<file path="src/rtl/pipe_stage_buf.sv">
// pipe_stage_buf: valid/ready pipeline register for an opaque stage payload.
// MODE 0 adds a skid entry so up_ready comes from a flop and does not
// depend on dn_ready; MODE 1 is a single entry whose up_ready is
// combinational. Empty slots present NOP_VALUE downstream. A flush squashes
// every held entry. A saturating counter records back-pressure cycles.
module pipe_stage_buf #(
  parameter int                 DATA_W    = 112,
  parameter logic [DATA_W-1:0]  NOP_VALUE = {DATA_W{1'b0}},
  parameter int                 MODE      = 0,
  parameter int                 CNT_W     = 16
) (
  input  logic              clk,
  input  logic              rst,
  input  logic              flush,
  input  logic              up_valid,
  output logic              up_ready,
  input  logic [DATA_W-1:0] up_data,
  output logic              dn_valid,
  input  logic              dn_ready,
  output logic [DATA_W-1:0] dn_data,
  output logic [1:0]        occupancy,
  input  logic              cnt_clr,
  output logic [CNT_W-1:0]  stall_cnt
);

  localparam logic [1:0] ST_EMPTY = 2'd0;
  localparam logic [1:0] ST_BUSY  = 2'd1;
  localparam logic [1:0] ST_FULL  = 2'd2;

  localparam bit HAS_SKID = (MODE == 0);

  localparam logic [CNT_W-1:0] CNT_ONE = 1;
  localparam logic [CNT_W-1:0] CNT_MAX = {CNT_W{1'b1}};

  logic [1:0]        state_q;
  logic [1:0]        state_d;
  logic [DATA_W-1:0] main_q;
  logic [DATA_W-1:0] main_d;
  logic [DATA_W-1:0] skid_q;
  logic [DATA_W-1:0] skid_d;
  logic              up_ready_q;
  logic [1:0]        occ_q;
  logic [1:0]        occ_d;
  logic [CNT_W-1:0]  cnt_q;
  logic              main_valid;
  logic              up_xfer;
  logic              dn_xfer;

  assign main_valid = (state_q != ST_EMPTY);

  assign up_ready  = HAS_SKID ? up_ready_q : (!main_valid || dn_ready);
  assign dn_valid  = main_valid;
  assign dn_data   = main_valid ? main_q : NOP_VALUE;
  assign occupancy = occ_q;
  assign stall_cnt = cnt_q;

  assign up_xfer = up_valid && up_ready;
  assign dn_xfer = dn_valid && dn_ready;

  // Next-state and storage update. A flush wins over any incoming beat.
  // The entry being consumed in the same cycle has already been sampled
  // from the pre-edge dn_data, so dropping it here loses nothing. In MODE 1
  // up_ready in BUSY equals dn_ready, so every up_xfer there also drains
  // main and the FULL branch is never taken.
  always_comb begin
    state_d = state_q;
    main_d  = main_q;
    skid_d  = skid_q;
    if (flush) begin
      state_d = ST_EMPTY;
      main_d  = NOP_VALUE;
      skid_d  = NOP_VALUE;
    end else begin
      case (state_q)
        ST_EMPTY: begin
          if (up_xfer) begin
            state_d = ST_BUSY;
            main_d  = up_data;
          end
        end
        ST_BUSY: begin
          if (up_xfer && dn_xfer) begin
            main_d = up_data;
          end else if (up_xfer) begin
            if (HAS_SKID) begin
              state_d = ST_FULL;
              skid_d  = up_data;
            end else begin
              main_d = up_data;
            end
          end else if (dn_xfer) begin
            state_d = ST_EMPTY;
          end
        end
        ST_FULL: begin
          if (dn_xfer) begin
            state_d = ST_BUSY;
            main_d  = skid_q;
          end
        end
        default: begin
          state_d = ST_EMPTY;
        end
      endcase
    end
  end

  // Entry count that the next state implies.
  always_comb begin
    occ_d = 2'd0;
    case (state_d)
      ST_BUSY: occ_d = 2'd1;
      ST_FULL: occ_d = 2'd2;
      default: occ_d = 2'd0;
    endcase
  end

  // State, payload and registered status; up_ready is decided one cycle
  // early so it never depends on this cycle's dn_ready.
  always_ff @(posedge clk or posedge rst) begin
    if (rst) begin
      state_q    <= ST_EMPTY;
      main_q     <= NOP_VALUE;
      skid_q     <= NOP_VALUE;
      up_ready_q <= 1'b1;
      occ_q      <= 2'd0;
    end else begin
      state_q    <= state_d;
      main_q     <= main_d;
      skid_q     <= skid_d;
      up_ready_q <= (state_d != ST_FULL);
      occ_q      <= occ_d;
    end
  end

  // Back-pressure counter: a clear beats an increment, and the count sticks
  // at all-ones rather than wrapping.
  always_ff @(posedge clk or posedge rst) begin
    if (rst) begin
      cnt_q <= '0;
    end else if (cnt_clr) begin
      cnt_q <= '0;
    end else if (dn_valid && !dn_ready && (cnt_q != CNT_MAX)) begin
      cnt_q <= cnt_q + CNT_ONE;
    end
  end

endmodule

</file>
<file path="config.mk">
export PLATFORM = sky130hd
export DESIGN_NAME = pipe_stage_buf
export DESIGN_NICKNAME = d
export VERILOG_FILES = /design/src/rtl/pipe_stage_buf.sv
export SDC_FILE = /design/constraint.sdc
export NUM_CORES = 1
export LEC_CHECK = 0
export CAP_MARGIN = 20
export CORE_MARGIN = 2
export CORE_UTILIZATION = 40
export DETAILED_ROUTE_END_ITERATION = 7
export GPL_TIMING_DRIVEN = 0
export PLACE_DENSITY = 0.68
export SLEW_MARGIN = 25
export SYNTH_ARGS = -nofsm -noshare
export SYNTH_HDL_FRONTEND = slang
export SYNTH_SLANG_ARGS = --single-unit
export TNS_END_PERCENT = 1
</file>
<file path="constraint.sdc">
create_clock -name clk -period 7.15 [get_ports clk]
set_input_delay 1.0725 -clock clk [delete_from_list [all_inputs] [get_ports clk]]
set_output_delay 1.0725 -clock clk [all_outputs]
set_load 0.02 [all_outputs]
</file>
Word-level counts from Yosys, hierarchy flattened --
Index checks and enable logic that the tools add are counted.
Cells by class: multiplexer cells 19, divide/modulo/power cells 0, shifts and indexed selects 0, bitwise gates (word level) 0, reduce and logical (&&, ||, !) cells 14, add/sub/neg operators 1, equality and inequality tests 10, $lt $le $gt $ge 0, $mul 0
Operators with widths (count):
- 112-bit 2-to-1 mux | 8
- 112-bit case mux with 3 select lines | 1
- 16-bit 2-to-1 mux | 2
- 16-bit by 1-bit adder with 16-bit output (second input constant) | 1
- 16-bit != test (second input constant) | 1
- 2-bit 2-to-1 mux | 6
- 3-bit != test (second input constant) | 3
- 2-bit nonzero test | 4
- 2-bit case mux with 3 select lines | 1
- 1-bit logical AND | 5
- 2-bit by 1-bit == test with 1-bit output (second input constant) | 2
- 2-bit == test (second input constant) | 2
- 2-bit != test (second input constant) | 2
- 2-bit case mux with 2 select lines | 1
- 4-bit AND reduction | 1
- 4-bit nonzero test | 1
- 3-bit AND reduction | 1
- 2-bit zero test | 1
- 1-bit zero test | 1
Word-level totals: memories kept 0, ROM bits 0, input port bits 118, memory bits (writable) 0, latch bits 0, register bits after elaboration 245

Logic depth before layout (Yosys ltp) --
Gate-level depths: netlist of the first run.
word-level depth 9, mapped depth 9, depth with buffers taken out 6

Least setup slack after synthesis of the first run --
Ideal clock, no wire load.
path kind register -> output, from register state_q[0], to output dn_data[100], data arrival time 1.548 ns, data required time 6.077 ns, stages on the path, launching flop included 7, path slack 4.529 ns, path through dfrtp_1 inv_1 ha_1 buf_2 clkbuf_1 clkbuf_1 nor2b_1
On the way: cells in the longest elaborated chain, start to end 2
Ends and longest elaborated chain:
- start, declared | RTL line 35 | logic [1:0] state_q;
- start signal, assigned | RTL line 128 | state_q <= state_d;
- 2-bit nonzero test | RTL line 49 | assign main_valid = (state_q != ST_EMPTY);
- 112-bit 2-to-1 mux | RTL line 53 | assign dn_data = main_valid ? main_q : NOP_VALUE;
- end, declared | RTL line 20 | output logic [DATA_W-1:0] dn_data,
Every way passes these cells.

Worst setup path in the final report of the first run --
from register state_q[1], to output dn_data[100]
The elaborated chain is that of the path after synthesis.

==> flow_metrics.tcl, run 1 <==
set metrics [dict create \
    synth_seq_cells 245 \
    rsz0062_at_grt "false" \
    seq_area_frac_synth_pct 51.49 \
    min_period_ns 4.524 \
    worst-setup-path-type "reg2out" \
    hp-class "reg2reg" \
    reg2reg_depth 8 \
    die_w_um 176.5 \
    postRouteAntennaNets 0 \
    routabilityCongestion 0.8546 \
    hold_buffers 0 \
    cts_repair_resize_count 0 \
    tns_ns 0 \
    power_density_nw_per_um2 257.0 \
    async_flop_share_pct 100.0 \
    routed_wl_mm 35.09 \
    fin_crit_sh_pct 63.27 \
    postCtsSetupRepairBufs 0 \
    avgSynthCellArea_um2 9.957 \
    clk_latency_ns 0.55 \
    row_count 63 \
    finalMaxSlewViolations 0 \
    synth_top_area_cell "dfrtp_1" \
    r2r_end "main_q[19]" \
    htree_levels 1 \
    arrival_ns 3.45 \
    yosys_warnings 0 \
    syn_to_final_growth_pct 33.88 \
    whs_path_depth 1 \
    min_to "main_q[58]" \
    core_area_um2 29480 \
    synthFlopType "dfrtp_1" \
    dpl.hpwl_mm 24.85 \
    synth_nets 1319 \
    antenna_found_initial 3 \
    clock-sinks 245 \
    worst_pin_slew_ns 0.8932 \
    fin_util_pct 54.08 \
    cts-root-buf "clkbuf_16" \
    final_nets 1607 \
    drive_above_1_share_pct 7.067 \
    relSlewSlack_pct 40.45 \
    fp.dieH_um 176.5 \
    numPortBuffers 249 \
    drt_iter0_drc 597 \
    io_pins 250 \
    synth_area_um2 11910 \
    start_util_pct 40.40 \
    netlist_instances 1196 \
    clock_path_buffers 3 \
    nFillCells 2682 \
    cp_data_required_time_ns 6.08 \
    p_leak_uw 0.006098 \
    yosysTopAreaCellShare_pct 51.27 \
    die_area_um2 31170 \
    cts_buffers 28 \
    ir_drop_uv 138.5 \
    path_max_fanout 10 \
    grt_pass1_wl_mm 55.26 \
    hold_viol_final 0 \
    endpoint_kind "primary output" \
    overflow 0 \
    r2r-start "state_q[0]" \
    cp-start-kind "flop" \
    reg2reg_slack_ns 4.50 \
    skew_ns 0.02687 \
    fmax_mhz 221.0 \
    synth_edf_count 0 \
    setup_viol 0 \
    grt_pass1_vias 10023 \
    maxCapViolations 0 \
    synth.distinct_cells 44 \
    firstDrtPassIters 5 \
    grt_usage_pct 22.27 \
    power_uw 4098 \
    min_from "main_q[58]" \
    status "completed" \
    via_count 9947 \
    grt_max_degree 31 \
    viasPerCell 5.257 \
    tritoncts "yes" \
    drc 0 \
    wl_per_cell_um 18.54 \
    clkTransAtPathRegs_ns 0.06 \
    synth_area_leaders "dfrtp_1, mux2i_1, a21oi_1" \
]
[stage by stage]
| step | instances | instance area [µm²] | setup WS, ns | hold WS (ns) |
|---|---|---|---|---|
| 2_1_floorplan | 1196 | 11910 | 2.861 | 0.4486 |
| 3_3_place_gp | 1835 | 14890 | 0.9237 | 0.4638 |
| 3_5_place_dp | 1844 | 15090 | 3.062 | 0.4657 |
| 4_1_cts | 1890 | 15940 | 2.461 | 0.4838 |
| 5_1_grt | 1890 | 15940 | 2.358 | 0.4932 |
| 6_report | 1892 | 15940 | 2.626 | 0.4781 |
[state kept, by name, summed over array words and instances (netlist names)]
signal and cells:
main_q 112, skid_q 112, stall_cnt 16, occupancy 2, state_q 2, up_ready 1
[cells in the mapped netlist (all sizes together), types with 8 or more instances]
| cell type | count |
|---|---|
| o2bb2ai | 57 |
| nand2 | 230 |
| a21oi | 180 |
| buf | 42 |
| nor2 | 8 |
| nor2b | 118 |
| dfrtp | 244 |
| inv | 9 |
| a211oi | 61 |
| clkbuf | 61 |
| mux2i | 113 |
[critical path, stage by stage, from the launching register on]
cell and delay, ns:
dfrtp_1 0.44, inv_1 0.10, ha_1 0.18, buf_2 0.25, clkbuf_1 0.70, clkbuf_1 0.50
nor2b_1 0.10, clkdlybuf4s50_1 0.63
[area by class of cell]
class	instances	area (µm²)	area share [%]
inverters	9	37.54	0.2354
multi-input cells	839	5259	32.98
repair buffers	258	2688	16.86
plain buffers	103	484.2	3.037
clock buffers	41	789.5	4.952
clock inverters	5	61.31	0.3845
well taps	390	488.0	3.061
diodes	2	5.005	0.03139
flip-flops and latches	245	6132	38.46
[power by group]
part | total [µW] | switching [µW] | leakage [µW] | internal (µW)
clock | 1350 | 559 | 0.000417 | 792
sequential | 1650 | 94.7 | 0.00334 | 1560
combinational | 1090 | 626 | 0.00234 | 465
total | 4100 | 1280 | 0.00610 | 2820
[worst max-delay path by stage]
stage	from	endpoint	slack (ns)	cells past startpoint
floorplan	rst	main_q[0]	2.86	1
global placement	rst	main_q[11]	0.92	2
detailed placement	state_q[1]	dn_data[55]	3.06	7
CTS	state_q[1]	dn_data[54]	2.46	7
global route	state_q[0]	dn_data[54]	2.36	7
finish	state_q[1]	dn_data[100]	2.63	7
[logic make-up after synthesis]
| kind of cell | count (synthesis) | synth area share, % |
|---|---|---|
| DFF | 245 | 51.49 |
| and+or+nand+nor | 400 | 16.18 |
| AOI/OAI and AO/OA | 316 | 17.48 |
| muxes | 118 | 9.971 |
| adders and majority gates | 5 | 0.5253 |
| buffers and inverters | 112 | 4.350 |
[metal layers]
metal  routed length [µm]  global-route usage, %  part of all wire [%]  up-vias
met4                  597                  4.718                   1.7        0
met3                 2522                  5.620                   7.2       41
met2                16300                  36.23                    46      284
li1                     -                      -                     -     4749
met5                    0                      0                     0        -
met1                15660                  30.13                    45     4873
[cell usage in the layout (no fill, tap or decap), drive strengths merged, types with 51 or more instances in the layout]
cell,count
a211oi,61
a21oi,180
buf,51
clkbuf,102
clkdlybuf4s50,249
dfrtp,244
mux2i,113
nand2,230
nor2b,118
o2bb2ai,57
No activity file was read; power rests on OpenSTA's default activity.
==> run 2: changes to the inputs <==
- PLACE_DENSITY: 0.68 -> 0.65
- clock period: 7.15 -> 4.45 ns (I/O delays scaled with it)
==> flow_metrics.tcl, run 2 (synthesis gave the netlist of run 1 again) <==
set metrics [dict create \
    final_cell_mix "clkdlybuf4s50_1, dfrtp_1, nand2_1" \
    clock_path_buffers 3 \
    core_area_um2 29480 \
    status "completed" \
    viasPerCell 5.171 \
    routed_wl_mm 34.32 \
    hold_viol_final 0 \
    io_pins 250 \
    clk_latency_ns 0.54 \
    ir_drop_uv 260.9 \
    power_uw 6652 \
    postCtsSetupRepairBufs 0 \
    tritoncts "yes" \
    min_to "main_q[45]" \
    fin_crit_sh_pct 92.36 \
    layout_commonest_cell "clkdlybuf4s50_1" \
    cts_buffers 28 \
    grt_pass1_wl_mm 55.00 \
    grt_max_degree 31 \
    postRouteAntennaNets 0 \
    maxCapViolations 0 \
    via_count 9804 \
    fmax_mhz 243.3 \
    grt_pass1_vias 9806 \
    placed_cell_area_um2 15080 \
    min_period_ns 4.110 \
    die_area_um2 31170 \
    numPortBuffers 249 \
    relSlewSlack_pct 42.63 \
    die_w_um 176.5 \
    r2r_end "main_q[42]" \
    row_count 63 \
    hold_ws_ns 0.4779 \
    syn_to_final_growth_pct 34.26 \
    worst-setup-path-type "reg2out" \
    cp_data_required_time_ns 3.78 \
    start_util_pct 40.40 \
    stdcell_count 1896 \
    drc 0 \
    hold_buffers 0 \
    path_max_fanout 10 \
    endpoint_kind "primary output" \
    setup_viol 0 \
    reg2reg_depth 9 \
    r2r-start "state_q[1]" \
    rsz0062_at_grt "false" \
    whs_path_depth 1 \
    antenna_found_initial 6 \
    cts-root-buf "clkbuf_16" \
    final_nets 1607 \
    drt_iter0_drc 568 \
    p_leak_uw 0.006125 \
    skew_ns 0.01581 \
    fp.dieH_um 176.5 \
    clock-sinks 245 \
    drive_above_1_share_pct 7.380 \
    cp-start-kind "flop" \
    arrival_ns 3.44 \
    min_from "main_q[45]" \
    worst_pin_slew_ns 0.8605 \
    hp-class "reg2reg" \
    wl_per_cell_um 18.10 \
    dpl.hpwl_mm 24.30 \
    finalMaxSlewViolations 0 \
    reg2reg_slack_ns 1.76 \
    power_density_nw_per_um2 416.1 \
    firstDrtPassIters 5 \
    design_area_um2 15990 \
    htree_levels 1 \
    routabilityCongestion 0.8431 \
    grt_usage_pct 22.06 \
    overflow 0 \
    cts_repair_resize_count 0 \
    clkTransAtPathRegs_ns 0.06 \
    dp_cells 1844 \
]
## run 2: area by class of cell
cell class                 count  area, µm²
fill                        2676      13490
sequential                   245       6132
multi-input combinational    839       5259
timing repair buffer         258       2680
clock buffer                  46      879.6
tap                          390      488.0
buffer                       103      484.2
inverter                       9      37.54
clock inverter                 4      23.77
antenna                        2      5.005
## run 2: worst max-delay path, cell delays in order (launching register included)
cell and delay (ns):
dfrtp_1 0.44, inv_1 0.11, ha_1 0.19, buf_2 0.26, clkbuf_1 0.66, clkbuf_1 0.52
nor2b_1 0.12, clkdlybuf4s50_1 0.60
## run 2: worst max path at each step
stage / slack, ns / startpoint / to
after floorplan: 0.57 / rst / main_q[0]
after global placement: -1.47 / rst / main_q[3]
after detailed placement: 0.80 / state_q[0] / dn_data[51]
after CTS: 0.21 / state_q[0] / dn_data[51]
after global routing: 0.09 / state_q[1] / dn_data[51]
final: 0.34 / state_q[1] / dn_data[52]
## run 2: per-layer routing
layer,part of all wire [%],GRT usage (%),up-vias
met5,0.12,0,-
met4,1.5,4.236,6
met3,7.4,5.965,47
met2,45,34.31,250
met1,46,31.12,4761
li1,-,-,4740
## run 2: stage by stage
step | setup slack, ns | setup TNS (ns) | util, %
after floorplan | 0.5656 | 0 | -
after global placement | -1.472 | -353.27 | 50.52
after detailed placement | 0.7975 | 0 | 51.15
after CTS | 0.2054 | 0 | 54.22
after global routing | 0.09056 | 0 | 54.23
final | 0.3398 | 0 | 54.24
## run 2: where the power goes
group / total, µW / switching, µW / internal (µW)
clock: 2260 / 917 / 1340
combinational: 1740 / 997 / 747
sequential: 2650 / 147 / 2510
==> run 3: changes to the inputs <==
- CORE_MARGIN: 2 -> not set
==> flow_metrics.tcl, run 3 (synthesis gave the netlist of run 1 again) <==
set metrics [dict create \
    skew_ns 0.01127 \
    ir_drop_uv 269.8 \
    firstDrtPassIters 5 \
    setup_viol 0 \
    antenna_found_initial 4 \
    row_count 62 \
    worst_pin_slew_ns 0.9316 \
    tritoncts "yes" \
    stdcell_count 1892 \
    endpoint_kind "primary output" \
    finalMaxSlewViolations 0 \
    dpl_worst_slack_ns 0.7986 \
    grt_pass1_wl_mm 54.92 \
    layout_commonest_cell "clkdlybuf4s50_1" \
    cts_repair_resize_count 0 \
    postCtsSetupRepairBufs 0 \
    htree_levels 1 \
    clock_path_buffers 3 \
    cts_buffers 28 \
    rsz0062_at_grt "false" \
    dp_cells 1838 \
    maxCapViolations 0 \
    hp-class "reg2reg" \
    fin_crit_sh_pct 92.51 \
    power_density_nw_per_um2 426.4 \
    clock-sinks 245 \
    via_count 9839 \
    overflow 0 \
    syn_to_final_growth_pct 34.93 \
    start_util_pct 41.05 \
    grt_pass1_vias 9941 \
    core_area_um2 29010 \
    final_nets 1607 \
    placed_cell_area_um2 15070 \
    routed_wl_mm 34.84 \
    fmax_mhz 242.9 \
    postLayoutSetupSlackWorst_ns 0.3334 \
    die_w_um 174.5 \
    nFillCells 2623 \
    fp.dieH_um 174.5 \
    numPortBuffers 249 \
    hold_viol_final 0 \
    p_leak_uw 0.006169 \
    arrival_ns 3.45 \
    worst-setup-path-type "reg2out" \
    die_area_um2 30470 \
    hold_buffers 0 \
    grt_usage_pct 22.60 \
    cp-start-kind "flop" \
    min_period_ns 4.117 \
    postRouteAntennaNets 0 \
    viasPerCell 5.200 \
    power_uw 6851 \
    design_area_um2 16070 \
    wl_per_cell_um 18.41 \
    path_max_fanout 10 \
    drive_above_1_share_pct 7.636 \
    final_cell_mix "clkdlybuf4s50_1, dfrtp_1, nand2_1" \
    drc 0 \
    grt_max_degree 32 \
    io_pins 250 \
    drt_iter0_drc 758 \
    relSlewSlack_pct 37.89 \
    cp_data_required_time_ns 3.78 \
    cts-root-buf "clkbuf_16" \
    routabilityCongestion 0.8301 \
    clkTransAtPathRegs_ns 0.06 \
    status "completed" \
    clk_latency_ns 0.54 \
    dpl.hpwl_mm 24.56 \
]
-- run 3: report_power, final --
| part | switching (µW) | total (µW) | internal [µW] |
|---|---|---|---|
| combinational | 1000 | 1750 | 747 |
| sequential | 152 | 2660 | 2510 |
| clock | 932 | 2440 | 1510 |
| total | 2090 | 6850 | 4770 |
-- run 3: final cells by class --
class / count / area, µm² / area share [%]
multi-input combinational: 839 / 5259 / 32.73
antenna: 2 / 5.005 / 0.03115
timing repair buffer: 258 / 2680 / 16.68
inverter: 9 / 37.54 / 0.2336
buffer: 103 / 484.2 / 3.013
sequential: 245 / 6132 / 38.16
clock inverter: 8 / 118.9 / 0.7397
clock buffer: 44 / 872.1 / 5.427
tap: 384 / 480.5 / 2.990
-- run 3: final timing paths --
path | start | slack, ns | endpoint | cells after the start
max in group asynchronous | rst | 2.80 | skid_q[3] | 6
min reg2reg | main_q[45] | 0.48 | main_q[45] | 1
min | main_q[45] | 0.48 | main_q[45] | 1
min in group asynchronous | rst | 0.51 | skid_q[44] | 2
max | state_q[1] | 0.33 | dn_data[53] | 7
max reg2reg | state_q[1] | 1.74 | skid_q[59] | 9
-- run 3: per-layer routing --
| metal | wire length (µm) | vias up | part of all wire [%] | GRT usage [%] |
|---|---|---|---|---|
| li1 | - | 4746 | - | - |
| met3 | 1845 | 35 | 5.3 | 4.374 |
| met1 | 16490 | 4803 | 47 | 32.10 |
| met5 | 13 | - | 0.037 | 0 |
| met4 | 446 | 2 | 1.3 | 4.457 |
| met2 | 16050 | 253 | 46 | 35.97 |
-- run 3: per-stage QoR --
stage / hold WS, ns / TNS (ns) / utilization, %
after global placement: 0.4651 / -345.91 / 51.31
after global routing: 0.4953 / 0 / 55.38
after floorplan: 0.4486 / 0 / -
after CTS: 0.4817 / 0 / 55.37
after detailed placement: 0.4659 / 0 / 51.95
final: 0.4805 / 0 / 55.39
-- run 3: critical path, stage by stage, from the launching register on --
cell and delay [ns]:
dfrtp_1 0.44, inv_1 0.11, ha_1 0.21, buf_2 0.27, clkbuf_1 0.61, clkbuf_1 0.53, nor2b_1 0.15, clkdlybuf4s50_1 0.57
